==> src/rtl/digest_serializer.sv <==
// Output width converter: takes one DIGEST_BITS digest per load and hands it out
// MS word first as NUM_WORDS words on a valid/ack handshake with backpressure.
module digest_serializer #(
  parameter int DIGEST_BITS = 512,
  parameter int WORD_BITS   = 32,
  parameter int NUM_WORDS   = DIGEST_BITS / WORD_BITS
) (
  input  logic                   clk,
  input  logic                   reset,
  input  logic [DIGEST_BITS-1:0] in,
  input  logic                   in_ready,
  output logic                   in_ack,
  output logic                   busy,
  output logic [WORD_BITS-1:0]   out,
  output logic                   out_valid,
  output logic                   out_last,
  input  logic                   out_ack
);

  localparam int CNT_W = (NUM_WORDS > 1) ? $clog2(NUM_WORDS) : 1;
  localparam logic [CNT_W-1:0] LAST_IDX = CNT_W'(NUM_WORDS - 1);

  typedef enum logic {IDLE, DRAIN} state_t;

  state_t                 state, state_nxt;
  logic [DIGEST_BITS-1:0] shreg, shreg_nxt;
  logic [CNT_W-1:0]       count, count_nxt;
  logic                   in_ack_r, ack_nxt;

  always_ff @(posedge clk) begin
    if (reset) begin
      state    <= IDLE;
      shreg    <= '0;
      count    <= '0;
      in_ack_r <= 1'b0;
    end else begin
      state    <= state_nxt;
      shreg    <= shreg_nxt;
      count    <= count_nxt;
      in_ack_r <= ack_nxt;
    end
  end

  always_comb begin
    state_nxt = state;
    shreg_nxt = shreg;
    count_nxt = count;
    ack_nxt   = 1'b0;
    case (state)
      IDLE: begin
        if (in_ready) begin
          state_nxt = DRAIN;
          shreg_nxt = in;
          count_nxt = '0;
          ack_nxt   = 1'b1;
        end
      end
      DRAIN: begin
        if (out_ack) begin
          // Final word: drop back to IDLE with the register zeroed so out reads 0.
          if (count == LAST_IDX) begin
            state_nxt = IDLE;
            shreg_nxt = '0;
            count_nxt = '0;
          end else begin
            shreg_nxt = shreg << WORD_BITS;
            count_nxt = count + 1'b1;
          end
        end
      end
      default: state_nxt = IDLE;
    endcase
  end

  assign in_ack    = in_ack_r;
  assign busy      = (state == DRAIN);
  assign out_valid = (state == DRAIN);
  assign out       = shreg[DIGEST_BITS-1 -: WORD_BITS];
  assign out_last  = (state == DRAIN) && (count == LAST_IDX);

endmodule

==> config.mk <==
export PLATFORM = sky130hd
export DESIGN_NAME = digest_serializer
export DESIGN_NICKNAME = d
export VERILOG_FILES = /design/src/rtl/digest_serializer.sv
export SDC_FILE = /design/constraint.sdc
export NUM_CORES = 1
export LEC_CHECK = 0
export ABC_CLOCK_PERIOD_IN_PS = 2000
export CELL_PAD_IN_SITES_DETAIL_PLACEMENT = 0
export CELL_PAD_IN_SITES_GLOBAL_PLACEMENT = 1
export CORE_ASPECT_RATIO = 0.7
export CORE_MARGIN = 2
export CORE_UTILIZATION = 36
export DETAILED_ROUTE_END_ITERATION = 10
export PLACE_DENSITY = 0.88
export SLEW_MARGIN = 20
export SYNTH_ARGS = -nofsm -noshare
export SYNTH_HDL_FRONTEND = slang
export SYNTH_SLANG_ARGS = --single-unit
==> constraint.sdc <==
create_clock -name clk -period 2 [get_ports clk]
set_input_delay 0.6 -clock clk [delete_from_list [all_inputs] [get_ports clk]]
set_output_delay 0.6 -clock clk [all_outputs]
set_load 0.01 [all_outputs]
# Word-level counts from Yosys, hierarchy flattened
# Index checks and enable logic that the tools add are counted.
# Widths: inputs -> output; s select.
# classes
n_addsub	1
n_eq_ne	3
muxes	12
bitwise_logic	1
reduce_logical	3
# op_table
operator	count
$mux 512	3
$pmux 512 s2	1
$mux 4	3
$pmux 4 s2	1
$add 4x1->4 const B	1
$eq 4x4->1 const B	1
$ne 2x2->1 const B	2
$mux 1	3
$pmux 1 s2	1
$reduce_and 2->1	1
$reduce_or 2->1	1
$logic_and 1x1->1	1
$not 1->1	1
# totals
register_bits	518
inputBits	516
out_inout_bits	36
wordCells	24

# Depth between registers and ports, before layout
# depth
ltp_word	4
ltp_mapped	7
mapped_depth_nobuf	4

# Least setup slack after synthesis
# OpenSTA, ideal clock, no wires.
# synth_timing
path_type	register to output
start	reg state, in the netlist busy
end	out out_last
arrival_time_ps	1173
t_required_ps	1400
slack_ps	227
path_stages_with_launch	5
n_path_buf	3
cell_sequence	dfxtp_1 > buf_2 > buf_2 > buf_2 > and2_1
# synth_between
elab_chain_cells	1
# synth_rtl
item	line	source
from (decl)	25	state_t state, state_nxt;
from (signal assigned)	37	state <= state_nxt;
$logic_and 1x1->1	79	assign out_last = (state == DRAIN) && (count == LAST_IDX);
to (decl)	16	output logic out_last,
# Every way passes these cells.

# Worst setup path in the final report
# layout_timing
start	reg count[1]
end	out out_last
# layout_between
elab_chain_cells	2
# layout_rtl
item	line	source
from (decl)	27	logic [CNT_W-1:0] count, count_nxt;
from (signal assigned)	39	count <= count_nxt;
$eq 4x4->1	79	
$logic_and 1x1->1	79	
# Every way passes these cells.

==> impl_summary.txt <==
----------------------------------------------------
[Outcome]
  Status ... finished, violations left
  Failing checks ... setup timing

[Routing]
  Remaining design rule violation count ... 0
  Via count ... ~24000
  Antenna viol nets, final ... 0
  Routed WL ... 88.0 mm
  Drt via density ... 5.64
  Drt first-iter violations ... around 2200
  Routed wire length per instance ... 21.1 um
  First-pass iteration count of the detailed router ... 5

[Synth]
  Most instantiated cells after synthesis ... sky130_fd_sc_hd__dfxtp_1 (518), sky130_fd_sc_hd__nor2_1 (514), sky130_fd_sc_hd__a21oi_1 (483)
  Share of synthesized area occupied by flip-flops and latches ... between 40% and 50%
  Count of unique library cells instantiated by Yosys ... 22
  Synthesized netlist cell count ... roughly 2900
  Cells taking the most area after synthesis ... sky130_fd_sc_hd__dfxtp_1 (45%), sky130_fd_sc_hd__a211oi_1 (16%), sky130_fd_sc_hd__a21oi_1 (11%)
  Number of synthesized flops with an enable pin ... 0
  Post-synth top area cell ... sky130_fd_sc_hd__dfxtp_1
  Net count after synthesis ... roughly 3400
  Register bit total from synthesis ... about 520
  Async S/R FF share, synth ... 0%
  Netlist area before placement ... 0.0228 mm2
  Synthesized area per cell ... 7.88 um2
  Main flop type after synthesis ... sky130_fd_sc_hd__dfxtp_1
  Share of the synthesized area in the top cell type ... 45.5%
  Leading cell type by number of instances after synthesis ... sky130_fd_sc_hd__dfxtp_1
  Synthesis Warnings ... 0

[Placed design]
  Dpl cell area ... 0.0297 mm2
  Port buffer count ... 551
  Post-detailed-placement half-perimeter wirelength ... about 61 mm
  Placer Congestion ... 0.838
  Number of placed instances, taps included ... around 4100

[Setup path]
  Crit path capture type ... output port
  Ordered list of cells on the worst path ... ha_4 > and3_4 > and2_4 > buf_6
  Biggest fanout along the worst timing path ... 3
  Worst setup path category ... flop to output port
  Highest-delay cell along the critical path ... sky130_fd_sc_hd__dfxtp_2
  Highest cell delay on the worst timing path ... around 0.33 ns
  Worst path arrival time ... 1.53 ns
  Startpoint class of the critical path ... flop
  Required arrival time at the worst endpoint ... between 1 and 1.5 ns

[CTS]
  Clock tree sinks ... ~520
  H-Tree Depth ... 2
  Clock buffers created by TritonCTS ... 54
  Clock Latency Late Sink ... a little over 0.6 ns
  CTS tree ... built
  Clock edge transition at the registers on the reported setup and hold paths ... 0.06 ns
  Buffer levels on the longest clock path ... 3
  Post-CTS Hold Fix Bufs ... 0
  Cell at the root of the clock tree ... sky130_fd_sc_hd__clkbuf_16

[Global routing]
  Global routing usage on met2 ... 40.4%
  GR Util All Layers ... between 20% and 30%
  Gr busiest metal ... met2
  Total global routing overflow ... 0
  First-pass GRT wire length ... roughly 130 mm
  Number of antenna violations at the first check in global routing ... 26
  Global-route track usage on met3 ... 6.29%
  Number of global-route vias before repair ... between 20000 and 25000
  Met1 usage in global routing ... between 30% and 40%
  Pin count of the biggest net entering global routing ... 117

[Timing]
  Worst Slack Setup Final ... -0.135 ns
  Final Max Tran Viols ... 0
  Worst Skew ... about 0.018 ns
  Total of endpoints with negative setup slack in the final report ... 1
  Final worst hold slack ... roughly 0.40 ns
  Minimum clock period ... 2.13 ns
  Number of hold violations in the final report ... 0
  Worst slew pin tran ... roughly 0.44 ns
  Total negative slack ... -0.135 ns
  Highest Clock Rate ... about 470 MHz
  Setup repair after global routing missed its margin ... true
  Share of the cycle needed by the critical path after routing ... 107%
  Worst slew margin ... between 70% and 80%

[Power and ir drop]
  Power share of the combinational group ... ~18%
  Worst vdd ir ... approximately 580 uV
  Clock network fraction of design power ... roughly two fifths
  Internal ... approximately 0.020 W
  NetSw ... approximately 0.0075 W
  Static leakage ... around 12 nW
  Power per unit of standard cell area ... roughly 850 mW/mm2
  Switching power share of the total ... between 20 and 30%
  Fraction of power consumed by sequential logic ... 43.9%

[Finish]
  Fin util ... between 50% and 60%
  Ratio of cells with drive above 1 in the final layout ... 8.13%
  Layout Cells excl Fill ... about 4200
  Number of nets at the end of the flow ... 3815
  Post-route standard cell area excluding fillers ... 0.0317 mm2
  Synth-to-Final Area Change ... 39.2%
  Fillers ... about 6000

[Die]
  Placeable core region ... between 0.06 and 0.07 mm2
  Area of the die ... between 0.06 and 0.07 mm2
  Width of the chip ... around 300 um
  Die span in y ... between 200 and 250 um
  IO Pins ... approximately 550
  Starting Density ... a little over a third
  Row cnt ... between 70 and 80

[Hold path]
  Worst hold-check path type ... input pin to flop

[Job]
  Max-Cap Viols ... 0

----------------------------------------------------
-- routing by layer --
metal / up-vias / part of all wire [%]
li1: 11258 / -
met1: 11217 / 43
met2: 865 / 46
met3: 164 / 8.2
met4: 40 / 2.4
met5: - / 0.30
-- worst max-delay path: cells and delay by family (launching register included) --
kind | cells | cell delay (ns)
DFF | 1 | 0.33
and+or+nand+nor | 2 | 0.32
adders and majority gates | 1 | 0.15
buffers and inverters | 1 | 0.11
-- kinds of logic after synthesis --
| kind of cell | share of synthesized area (%) |
|---|---|
| DFF | 45.5 |
| adders and majority gates | 0.0549 |
| buffers and inverters | 7.44 |
| AOI/OAI and AO/OA | 27.6 |
| muxes | 0.0933 |
| and+or+nand+nor | 19.4 |
-- per-stage QoR --
stage                     setup slack [ns]  total power, W
after floorplan                      0.227          0.0145
after global placement              -0.399          0.0168
after detailed placement            -0.399          0.0169
after CTS                           -0.173          0.0272
after global routing                -0.184          0.0282
final                               -0.135          0.0271
-- worst paths after layout --
path	from	end	slack, ns	depth (start not counted)
min reg2reg	shreg[178]	shreg[210]	0.46	2
max reg2reg	busy	shreg[316]	0.03	7
min	reset	shreg[259]	0.40	2
max	count[1]	out_last	-0.13	4
-- power groups by stage --
stage | combinational, W | sequential (W) | clock, W
after CTS | 0.00477 | 0.0119 | 0.0106
after global routing | 0.00529 | 0.0120 | 0.0110
after floorplan | 0.00262 | 0.0119 | 0
final | 0.00484 | 0.0119 | 0.0104
after global placement | 0.00474 | 0.0121 | 0
after detailed placement | 0.00478 | 0.0121 | 0
-- registers in the layout, indices dropped and copies added, names as in the netlist --
register and cells:
in_ack 1, busy 1, shreg 512, count 4
-- cell type report --
type	instances	area (um2)	share of cell area, %
clock buffers	78	1580	4.98
well taps	829	1040	3.27
multi-input cells	2011	10800	34.1
diodes	5	12.5	0.0394
flip-flops and latches	518	10400	32.7
clock inverters	24	231	0.729
repair buffers	713	7670	24.2
-- cell usage in the layout, fill, tap and decap left out, drive strengths merged, types with 2 or more instances in the layout --
cell type,n
a211oi,481
nor2,514
diode,5
bufinv,3
clkinv,17
or3,2
clkbuf,82
a21oi,483
nor2b,2
clkdlybuf4s50,514
buf,160
a22oi,33
dlygate4sd2,34
inv,3
and2,2
nand2,4
nand3,482
dfxtp,518
-- what timing repair did --
item,in CTS,in global routing
setup buffers,3,2
gates resized for setup,46,12
endpoints found under the setup margin,36,26
cloned,0,4
hold endpoints to repair,0,0
pin swaps,1,0
Note: power is estimated with default switching activity, not from simulation.
